===== config.mk =====
export PLATFORM = sky130hd
export DESIGN_NAME = hazard_ctrl_unit
export DESIGN_NICKNAME = d
export VERILOG_FILES = /design/src/rtl/hazard_pkg.sv /design/src/rtl/md_busy_tracker.sv /design/src/rtl/hazard_ctrl_unit.sv
export SDC_FILE = /design/constraint.sdc
export NUM_CORES = 1
export LEC_CHECK = 0
export CORE_ASPECT_RATIO = 2
export CORE_MARGIN = 2
export CORE_UTILIZATION = 41
export CTS_CLUSTER_SIZE = 16
export DETAILED_ROUTE_END_ITERATION = 10
export GPL_ROUTABILITY_DRIVEN = 0
export GPL_TIMING_DRIVEN = 0
export PLACE_DENSITY = 0.73
export SLEW_MARGIN = 20
export SYNTH_ARGS = -nofsm -noshare
export SYNTH_HDL_FRONTEND = slang
export SYNTH_HIERARCHICAL = 1
export SYNTH_SLANG_ARGS = --single-unit
export TNS_END_PERCENT = 5

===== constraint.sdc =====
create_clock -name i_clk -period 3.3 [get_ports i_clk]
set_input_delay 0.66 -clock i_clk [delete_from_list [all_inputs] [get_ports i_clk]]
set_output_delay 0.66 -clock i_clk [all_outputs]
set_load 0.05 [all_outputs]

===== src/rtl/hazard_pkg.sv =====
// Shared definitions for the pipeline hazard controller.
//  FWD_*      : EX operand bypass select encodings
//  md_state_e : state of the multi-cycle MULT/DIV busy tracker
package hazard_pkg;

  localparam logic [1:0] FWD_REG = 2'b00;  // operand from register file
  localparam logic [1:0] FWD_MEM = 2'b01;  // operand from MEM-stage ALU result
  localparam logic [1:0] FWD_WB  = 2'b10;  // operand from WB write data

  typedef enum logic {
    MD_IDLE,
    MD_BUSY
  } md_state_e;

endpackage


===== src/rtl/md_busy_tracker.sv =====
// Tracks the busy window of the multi-cycle MULT/DIV unit.
//  i_clk    : pipeline clock
//  i_rst_n  : async reset, active-low
//  i_start  : a MULT/DIV op is accepted into EX this cycle
//  o_busy   : HI/LO result not yet available
module md_busy_tracker
  import hazard_pkg::*;
#(
  parameter int unsigned MD_LAT = 4
) (
  input  logic i_clk,
  input  logic i_rst_n,
  input  logic i_start,
  output logic o_busy
);

  // Counter only needs to hold MD_LAT-1.
  localparam int unsigned CntW = (MD_LAT > 1) ? $clog2(MD_LAT) : 1;
  localparam logic [CntW-1:0] CntInit = CntW'(MD_LAT - 1);
  localparam logic [CntW-1:0] CntOne  = CntW'(1);
  localparam bit HasBusy = (MD_LAT > 1);

  md_state_e       r_state;
  logic [CntW-1:0] r_cnt;

  always_ff @(posedge i_clk or negedge i_rst_n) begin
    if (!i_rst_n) begin
      r_state <= MD_IDLE;
      r_cnt   <= '0;
    end else begin
      unique case (r_state)
        MD_IDLE: begin
          if (i_start && HasBusy) begin
            r_state <= MD_BUSY;
            r_cnt   <= CntInit;
          end
        end
        MD_BUSY: begin
          if (r_cnt == CntOne) begin
            r_state <= MD_IDLE;
            r_cnt   <= '0;
          end else begin
            r_cnt <= r_cnt - CntOne;
          end
        end
      endcase
    end
  end

  assign o_busy = (r_state == MD_BUSY);

endmodule


===== src/rtl/hazard_ctrl_unit.sv =====
// Stall/flush/forward controller for a 5-stage pipeline (IF, DEC, EX, MEM, WB).
//  Inputs : DEC/EX/MEM/WB register indices and control bits, EX redirect
//  o_pc_stall/o_ifdec_stall : hold PC and FE_DEC register
//  o_ifdec_flush/o_decex_flush : squash FE_DEC / DEC_EX contents
//  o_fwd_a_sel/o_fwd_b_sel : EX operand bypass selects (see hazard_pkg)
//  o_md_busy : MULT/DIV result pending
//  o_stall_cnt/o_flush_cnt : saturating stall / redirect cycle counters
module hazard_ctrl_unit
  import hazard_pkg::*;
#(
  parameter int unsigned REG_ADDR_W = 5,
  parameter int unsigned MD_LAT     = 4,
  parameter int unsigned CNT_W      = 32
) (
  input  logic                  i_clk,
  input  logic                  i_rst_n,
  input  logic [REG_ADDR_W-1:0] i_dec_rs,
  input  logic [REG_ADDR_W-1:0] i_dec_rt,
  input  logic                  i_dec_uses_rs,
  input  logic                  i_dec_uses_rt,
  input  logic                  i_dec_is_md,
  input  logic                  i_dec_reads_hilo,
  input  logic [REG_ADDR_W-1:0] i_ex_rs,
  input  logic [REG_ADDR_W-1:0] i_ex_rt,
  input  logic [REG_ADDR_W-1:0] i_ex_dst,
  input  logic                  i_ex_regwrite,
  input  logic                  i_ex_memread,
  input  logic                  i_ex_redirect,
  input  logic [REG_ADDR_W-1:0] i_mem_dst,
  input  logic                  i_mem_regwrite,
  input  logic [REG_ADDR_W-1:0] i_wb_dst,
  input  logic                  i_wb_regwrite,
  output logic                  o_pc_stall,
  output logic                  o_ifdec_stall,
  output logic                  o_ifdec_flush,
  output logic                  o_decex_flush,
  output logic [1:0]            o_fwd_a_sel,
  output logic [1:0]            o_fwd_b_sel,
  output logic                  o_md_busy,
  output logic [CNT_W-1:0]      o_stall_cnt,
  output logic [CNT_W-1:0]      o_flush_cnt
);

  logic             w_md_busy;
  logic             w_load_use;
  logic             w_md_hold;
  logic             w_stall;
  logic             w_md_start;
  logic [CNT_W-1:0] r_stall_cnt;
  logic [CNT_W-1:0] r_flush_cnt;

  md_busy_tracker #(
    .MD_LAT (MD_LAT)
  ) u_md_busy_tracker (
    .i_clk   (i_clk),
    .i_rst_n (i_rst_n),
    .i_start (w_md_start),
    .o_busy  (w_md_busy)
  );

  assign w_load_use = i_ex_memread && i_ex_regwrite && (i_ex_dst != '0) &&
                      ((i_dec_uses_rs && (i_dec_rs == i_ex_dst)) ||
                       (i_dec_uses_rt && (i_dec_rt == i_ex_dst)));
  assign w_md_hold  = w_md_busy && (i_dec_reads_hilo || i_dec_is_md);

  // Redirect squashes DEC, so any stall request from DEC is moot.
  assign w_stall    = !i_ex_redirect && (w_md_hold || w_load_use);
  assign w_md_start = i_dec_is_md && !i_ex_redirect && !w_stall;

  always_comb begin
    o_pc_stall    = w_stall;
    o_ifdec_stall = w_stall;
    o_ifdec_flush = i_ex_redirect;
    o_decex_flush = i_ex_redirect || w_stall;
  end

  // MEM result is younger than WB data, so it wins; r0 is hardwired zero.
  always_comb begin
    o_fwd_a_sel = FWD_REG;
    if (i_mem_regwrite && (i_mem_dst != '0) && (i_mem_dst == i_ex_rs)) begin
      o_fwd_a_sel = FWD_MEM;
    end else if (i_wb_regwrite && (i_wb_dst != '0) && (i_wb_dst == i_ex_rs)) begin
      o_fwd_a_sel = FWD_WB;
    end
  end

  always_comb begin
    o_fwd_b_sel = FWD_REG;
    if (i_mem_regwrite && (i_mem_dst != '0) && (i_mem_dst == i_ex_rt)) begin
      o_fwd_b_sel = FWD_MEM;
    end else if (i_wb_regwrite && (i_wb_dst != '0) && (i_wb_dst == i_ex_rt)) begin
      o_fwd_b_sel = FWD_WB;
    end
  end

  always_ff @(posedge i_clk or negedge i_rst_n) begin
    if (!i_rst_n) begin
      r_stall_cnt <= '0;
      r_flush_cnt <= '0;
    end else begin
      if (w_stall && (r_stall_cnt != '1)) begin
        r_stall_cnt <= r_stall_cnt + CNT_W'(1);
      end
      if (i_ex_redirect && (r_flush_cnt != '1)) begin
        r_flush_cnt <= r_flush_cnt + CNT_W'(1);
      end
    end
  end

  assign o_md_busy   = w_md_busy;
  assign o_stall_cnt = r_stall_cnt;
  assign o_flush_cnt = r_flush_cnt;

endmodule

=== Yosys cells after proc, flatten, opt, wreduce, memory -nomap -nowiden ===
Index checks and enable logic that the tools add are counted.
W data, S select, Z words.

* Multiplexer cells: 10
* Equal/unequal tests: 10
* Reduce and logical (&&, ||, !) cells: 26
* Add/subtract/negate cells: 3
* Bitwise logic cells: 1

{| class="wikitable"
|+ Operators with widths
! operator !! number
|-
| $add A32 B1 Y32 const B || 2
|-
| $ne A32 B32 Y1 const B || 2
|-
| $eq A5 B5 Y1 || 6
|-
| $logic_and A1 B1 Y1 || 17
|-
| $reduce_bool A5 Y1 || 3
|-
| $mux W2 || 6
|-
| $logic_or A1 B1 Y1 || 4
|-
| $pmux W2 S2 || 1
|-
| $eq A2 B1 Y1 const B || 1
|-
| $logic_not A1 Y1 || 2
|-
| $mux W1 || 2
|-
| $ne A2 B1 Y1 const B || 1
|-
| $pmux W1 S2 || 1
|-
| $sub A2 B1 Y2 const B || 1
|-
| $not A1 Y1 || 1
|}

* Logic and storage cells: 54
* Output and inout port bits: 73
* Register bits after elaboration: 67
* Bits of input ports: 46

=== Logic depth before layout (Yosys ltp) ===
Gate-level depths: netlist (run 1).

* Depth in word-level cells: 10
* Mapped depth: 8
* Gate-level depth less buffers: 7

=== Hierarchy ===
The synthesis (run 1) kept the hierarchy.

{| class="wikitable"
|+ By module, submodules not included
! module !! area each (µm²) !! sequential area each (µm²) !! cells an instance !! instances
|-
| hazard_ctrl_unit || 3499.6 || 1601.5 || 350 || 1
|-
| md_busy_tracker || 125.1 || 75.1 || 11 || 1
|}

=== Worst setup path before layout (run 1) ===
No wires, ideal clock.

* Path kind: in2out
* Start point: input port i_mem_dst[1]
* End point: output port o_fwd_a_sel[1]
* Required time: 2.640 ns
* Path buffers: 0
* Stages: 4
* Setup slack: -0.597 ns
* Arrival: 3.237 ns
* Cell sequence: or4_1 o21ai_0 nor4_1 nor4_1

* Longest elaborated chain between the ends: 4
* Elaborated cells on any way between the ends: 5
* Classes of those cells: eq/ne (1); mux (1); reduce/logical (3)

{| class="wikitable"
|+ RTL lines
! element !! RTL line !! RTL
|-
| start, declared || hazard_ctrl_unit.sv:29 || <nowiki>input logic [REG_ADDR_W-1:0] i_mem_dst,</nowiki>
|-
| $reduce_bool A5 Y1 || hazard_ctrl_unit.sv:80 || <nowiki>if (i_mem_regwrite && (i_mem_dst != '0) && (i_mem_dst == i_ex_rs)) begin</nowiki>
|-
| $logic_and A1 B1 Y1 || hazard_ctrl_unit.sv:80 ||
|-
| $logic_and A1 B1 Y1 * || hazard_ctrl_unit.sv:80 ||
|-
| $mux W2 * || hazard_ctrl_unit.sv:80 ||
|-
| end, declared || hazard_ctrl_unit.sv:37 || <nowiki>output logic [1:0] o_fwd_a_sel,</nowiki>
|}

Mark *: on every way between the ends. The rest lies on a longest branch, timed or not.

=== Final worst setup path (run 1) ===
* Start point: input port i_ex_dst[0]
* End point: output port o_pc_stall

* Longest elaborated chain between the ends: 6
* Elaborated cells on any way between the ends: 10
* Classes of those cells: eq/ne (2); reduce/logical (8)

{| class="wikitable"
|+ RTL lines
! element !! RTL line !! RTL
|-
| start, declared || hazard_ctrl_unit.sv:25 || <nowiki>input logic [REG_ADDR_W-1:0] i_ex_dst,</nowiki>
|-
| $eq A5 B5 Y1 (on tied branches) || hazard_ctrl_unit.sv:62, hazard_ctrl_unit.sv:63 ||
|-
| $logic_and A1 B1 Y1 (on tied branches) || hazard_ctrl_unit.sv:62, hazard_ctrl_unit.sv:63 ||
|-
| $logic_or A1 B1 Y1 || hazard_ctrl_unit.sv:62 || <nowiki>((i_dec_uses_rs && (i_dec_rs == i_ex_dst)) ||</nowiki>
|-
| $logic_and A1 B1 Y1 * || hazard_ctrl_unit.sv:61 || <nowiki>assign w_load_use = i_ex_memread && i_ex_regwrite && (i_ex_dst != '0) &&</nowiki>
|-
| $logic_or A1 B1 Y1 * || hazard_ctrl_unit.sv:67 || <nowiki>assign w_stall = !i_ex_redirect && (w_md_hold || w_load_use);</nowiki>
|-
| $logic_and A1 B1 Y1 * || hazard_ctrl_unit.sv:67 ||
|-
| end, declared || hazard_ctrl_unit.sv:33 || <nowiki>output logic o_pc_stall,</nowiki>
|}

Marks and branches as above.

==> results of run 1 <==
[cell usage after synthesis, drive strengths merged]
cell    count  share of area
dfrtp      67           0.46
nor4       19          0.033
clkbuf      9         0.0093
o31a        1         0.0024
nand3      24          0.033
and3        9          0.017
mux2        3         0.0093
xor2       51           0.12
a31oi       2         0.0035
xnor2      40          0.099
nor3b       1         0.0021
nor4b       1         0.0024
or3         3         0.0066
or2         1         0.0017
inv         8         0.0083
and2        3         0.0052
and3b       2         0.0048
ha          3          0.010
a311o       1         0.0028
and4        4         0.0097
nand2      28          0.029
o21ai       5         0.0069
nand4      22          0.038
buf         3         0.0055
nor3       17          0.023
or3b        1         0.0024
a211o       1         0.0024
o311a       1         0.0028
and4b       2         0.0055
nor2       18          0.019
o22ai       1         0.0017
nor2b       2         0.0035
or4         5          0.010
a21oi       3         0.0041
[state kept, by name, indices dropped and copies added, names as in the netlist]
signal / flops
o_flush_cnt: 32
u_md_busy_tracker/o_busy: 1
o_stall_cnt: 32
u_md_busy_tracker/r_cnt: 2
[kinds of logic (layout without fill, tap and decap cells)]
| family | after synthesis | count (layout) | synth area share |
|---|---|---|---|
| adders and majority gates | 3 | 3 | 0.0104 |
| DFF | 67 | 67 | 0.463 |
| muxes | 3 | 3 | 0.00932 |
| xor gates and xnor gates | 91 | 91 | 0.222 |
| buffers and inverters | 20 | 159 | 0.0231 |
| and+or+nand+nor | 162 | 162 | 0.246 |
| AOI/OAI and AO/OA | 15 | 15 | 0.0266 |
[through the flow]
step	power [mW]	utilization	worst slack (ps)
floorplan	1.62	-	-513
global placement	1.97	0.576	-1130
detailed placement	1.99	0.579	-1170
CTS	2.97	0.615	-203
global route	3.09	0.619	-16.1
finish	2.97	0.619	40.8
[power by group]
part / switching, mW / internal (mW)
logic: 0.580 / 0.367
clock network: 0.381 / 0.588
registers: 0.130 / 0.920
[worst paths after layout]
| path | start | end | depth (start not counted) |
|---|---|---|---|
| max | i_ex_dst[0] | o_pc_stall | 8 |
| min | i_rst_n | o_flush_cnt[28]$_DFFE_PN0P_ | 1 |
| max reg2reg | o_flush_cnt[0]$_DFFE_PN0P_ | o_flush_cnt[30]$_DFFE_PN0P_ | 7 |
| min reg2reg | o_stall_cnt[20]$_DFFE_PN0P_ | o_stall_cnt[20]$_DFFE_PN0P_ | 1 |
| max in group asynchronous | i_rst_n | o_stall_cnt[15]$_DFFE_PN0P_ | 2 |
| min in group i_clk | o_stall_cnt[20]$_DFFE_PN0P_ | o_stall_cnt[20]$_DFFE_PN0P_ | 1 |
[per-layer routing]
layer / wire [um] / up-vias
met4: 199 / 0
met3: 605 / 14
li1: - / 1547
met2: 5770 / 123
met5: 0 / -
met1: 3670 / 1593
[layout make-up]
class / count / area share
Multi-Input combinational cell: 274 / 0.359
Clock buffer: 9 / 0.0423
Inverter: 8 / 0.00565
Sequential cell: 67 / 0.315
Clock inverter: 7 / 0.0139
Tap cell: 100 / 0.0235
Timing Repair Buffer: 123 / 0.228
Buffer: 12 / 0.0122
[placed cells by master (no fill, tap or decap), types with 3 or more instances in the layout]
master	n
clkdlybuf4s50_1	109
dfrtp_1	67
xor2_1	51
xnor2_1	39
nand2_1	28
nand3_1	24
nand4_1	22
nor2_1	18
nor3_1	17
nor4_1	15
buf_4	10
clkbuf_16	9
inv_1	8
clkbuf_1	8
and3_1	8
or4_1	5
o21ai_0	4
nor4_2	4
and4_1	4
a21oi_1	3
and2_1	3
mux2_2	3
ha_1	3
dlygate4sd2_1	3
[what timing repair did]
item | in CTS | in global routing
endpoints found under the setup margin | 7 | 5
setup buffers | 0 | 4
pin swaps | 1 | 1
resized for setup | 29 | 11
==> flow_summary.ini, run 1 <==
[clock_network]
h-tree-depth = 3
clkTransAtPathRegs_ps = 60
cts_hold_buf = 0
cts_made_buffers = 9
cts_tree = yes
clock-sinks = 67
worstSkewPairLatency_ps = 340
cts_max_path_buffers = 2
root_buffer = clkbuf_16

[setup_path]
cp.arrival_ps = 2600
r2r_slack_ps = 590
cpMaxStageDelayCell = clkdlybuf4s50_1
cp_common_cell = buf_4
critPathCaptureType = primary output
path_delay_family = buffers and inverters
start_kind = input port
path_cells = clkdlybuf4s50_1 -> or3_1 -> o311a_1 -> a31oi_4 -> buf_8 -> inv_1 -> buf_4 -> buf_4
path_buf_inv = 5
worstPathMaxFanout = 4
cp.required_ps = 2640
slowest_delay_ps = 470
crit_type = in2out

[floorplan]
initial_utilization = 0.422
coreArea_um2 = 8590
die_area_um2 = 9650
num_io_pins = 119
rows = 48
die_y_um = 137
die_x_um = 70.5

[layout]
drive_above_1_share = 0.0880
nFillCells = 725
fin_cells = 600
area_growth_pct = 46.7
regArea_um2 = 1680
stdcell_area_um2 = 5320
num-nets-final = 544
n_antenna_cell = 0
multi_input_area_um2 = 1910

[pwr]
power_density_nw_per_um2 = 558
ir_drop_mv = 0.499
p_leak_nw = 2.27

[synth]
syn_avg_cell_area_um2 = 10.0
synth-warning-count = 6
syn_nets = 410
ys_seq_area_frac = 0.463
syn_area_um2 = 3620
ys_ff_latch = 67
synth_cells = 361
yosysUniqueCellTypes = 38

[drt]
wl_per_cell_um = 17.1
drc = 0
final_antenna_net_count = 0
firstDrtPassIters = 5
first_iter_violations = 215
drt-total-wl_um = 10200
vias = 3277
viasPerCell = 5.46

[global_route]
use_met1 = 0.229
grt_pass1_wl_um = 16800
grt.overflow.total = 0
grt_max_degree = 45
grtUsageMet2 = 0.421
grt_usage = 0.223
gr-max-usage-layer = met2
grt_util_met3 = 0.0457
antenna_found_initial = 0
grt_pass1_vias = 3369

[sta]
period_share = 0.988
setup_violations = 0
tightest_slew_ps = 839
min_period_ps = 3260
max_freq_mhz = 307
finClkSkew_ps = 6.04
slew_headroom = 0.436
hold_viol = 0
hold_ws_ps = 222
report.final.slew_viol_count = 0
rsz0062_at_grt = yes
fin_tns_setup_ps = 0

[worst_hold_path]
hp-class = in2async

[place]
hpwl_um = 7710
placedCellCount = 580
dpl_cell_area_um2 = 4970
port_buffers = 118

[job]
drv_cap = 0

[run_status]
status = completed
Power figures use the tool's default switching activity.
==> run 2: changes to the inputs <==
Settings changed: HOLD_SLACK_MARGIN set to 0.05.
==> results of run 2 <==
Same layout as run 1: the final DEF is identical, and so are final timing and power.
==> RTL edit: new RTL, flow settings as in run 2 <==
Set the parameter `REG_ADDR_W` to 6 (it was 5).
--- a/src/rtl/hazard_ctrl_unit.sv
+++ b/src/rtl/hazard_ctrl_unit.sv
@@ -8,7 +8,7 @@
 module hazard_ctrl_unit
   import hazard_pkg::*;
 #(
-  parameter int unsigned REG_ADDR_W = 5,
+  parameter int unsigned REG_ADDR_W = 6,
   parameter int unsigned MD_LAT     = 4,
   parameter int unsigned CNT_W      = 32
 ) (
Ports: changed (7 resized); port bits go from 119 to 126. The function was not compared with the original's and may differ.
==> RTL edit against run 2 <==
  * Hold slack worse by 0.010 ns
  * Clock power is 11% higher
  * Synthesized cell count is 0.55% higher
  * Setup slack better by 0.030 ns
  * Total power is 0.66% higher
  * Die area is 0.56% higher
  * Wire length is 1.9% lower
  * Design area is 2.4% higher
  * Count of clock-buffer cells in the layout stayed put
  * Synthesized area is 0.59% higher
  * Sequential cell count stayed put
  * Combinational power is 7.6% lower
==> RTL edit: results (changes against run 2) <==
* Detailed Route Iter0 Violations at 86 (was 215)
* Number of instances in the placed design at 589 (was 580)
* Status: complete, no violations (unchanged)
* Origin of the worst setup path: i_mem_dst[1] (was i_ex_dst[0])
* Aggregate routed wire length at 10.04 mm (was 10.24 mm)
* Portion of the post-synthesis area used by sequential elements at 45.98% (was 46.25%)
* Number of inverters outside the clock class in the layout at 15 (was 8)
* Layout buffer count excluding clock buffers at 136 (was 135)
* Worst reg2reg endpoint: o_stall_cnt[1] (was o_flush_cnt[30])
* Total half-perimeter wirelength after legalization and detailed placement at 7.732 mm (was 7.714 mm)
* GRT Util Overall at 21.14% (was 22.30%)
* Tcrit/Tclk final at 97.87% (was 98.76%)
* Register-to-register setup slack at 0.74 ns (was 0.59 ns)
* Maximum vdd drop at 0.4774 mV (was 0.4989 mV)
* List of most frequent post-synthesis cells: dfrtp_1 (67), xnor2_1 (54), xor2_1 (43), nand2_1 (31), nand3_1 (25) (was dfrtp_1 (67), xor2_1 (51), xnor2_1 (39), nand2_1 (28), nand3_1 (24))
* Pin count of the biggest net entering global routing at 51 (was 45)
* Fraction of power spent switching nets at 33.30% (was 36.79%)
* Total iterations of the first detailed-routing run at 4 (was 5)
* Slowest cell delay on critical path at 0.55 ns (was 0.47 ns)
* Non-clk buf share at 24.48% (was 24.07%)
* Global-route wire length before repair at 15.97 mm (was 16.75 mm)
* Post-layout net count at 559 (was 544)
* Share of cells above drive strength 1 at 9.055% (was 8.800%)
* Max stage delay cell, worst path: or4_4 (was clkdlybuf4s50_1)
* Maximum fanout along the worst path at 3 (was 4)
* Cell family contributing the most delay on the critical path: buffers and inverters (unchanged)
* RR Startpoint: o_stall_cnt[16] (was o_flush_cnt[0])
* Setup Skew at 0.007517 ns (was 0.006042 ns)
* Layout Cells excl Fill at 608 (was 600)
* Average size of a mapped cell at 10.04 µm² (about the same)
* Clock Power Share at 36.3% (was 32.7%)
* Portion of total power attributed to sequential cells at 34.4% (was 35.4%)
* Static leakage power at 2.388 nW (was 2.275 nW)
* Multi-input logic portion of the cell area at 35.12% (was 35.87%)
* Data arrival time of the worst path at 2.57 ns (was 2.60 ns)
* Net Count, Synth at 419 (was 410)
* Post-Place Setup Slack at -0.7635 ns (was -1.169 ns)
* Crit path capture: o_fwd_b_sel[0] (was o_pc_stall)
RTL edit: changes by cell type after synthesis, moves of 5 or more:
cell / change
nor2_1: +5
nor4_1: -8
clkbuf_1: -8
xor2_1: -8
xnor2_1: +15
inv_1: +7
RTL edit: routing by layer:
| metal | global-route usage, % | vias to the layer above | part of all wire, % |
|---|---|---|---|
| li1 | - | 1534 | - |
| met1 | 20.32 | 1523 | 34 |
| met2 | 39.88 | 113 | 56 |
| met3 | 6.584 | 23 | 6.3 |
| met4 | 9.958 | 0 | 3.3 |
| met5 | 0 | - | 0 |
RTL edit: cell families after synthesis:
kind of cell | after synthesis | synth area share (%)
simple gates | 155 | 22.13
xor+xnor | 97 | 23.30
flops | 67 | 45.98
buf+inv | 22 | 2.745
compound gates | 16 | 3.775
mux | 3 | 1.029
fa+ha+maj | 3 | 1.030
RTL edit: through the flow:
stage / instance area, µm² / hold slack (ns) / util (%) / power [mW]
detailed placement: 5065 / 0.4873 / 58.56 / 1.913
global placement: 5040 / 0.4765 / 58.28 / 1.897
CTS: 5409 / 0.2014 / 62.54 / 3.012
floorplan: 3664 / 0.3644 / - / 1.566
finish: 5444 / 0.2114 / 62.95 / 2.986
global route: 5444 / 0.2127 / 62.95 / 3.119
RTL edit: how the worst min path moves through the flow:
stage	to	slack [ns]
finish	o_stall_cnt[3]	0.21
global route	o_flush_cnt[27]	0.21
CTS	o_stall_cnt[25]	0.20
detailed placement	o_stall_cnt[26]	0.49
global placement	o_flush_cnt[20]	0.48
floorplan	o_flush_cnt[0]	0.36
RTL edit: what timing repair did:
action	in CTS	in global routing
resized for setup	30	10
pin swaps	1	4
endpoints found under the setup margin	7	6
setup buffers	0	3
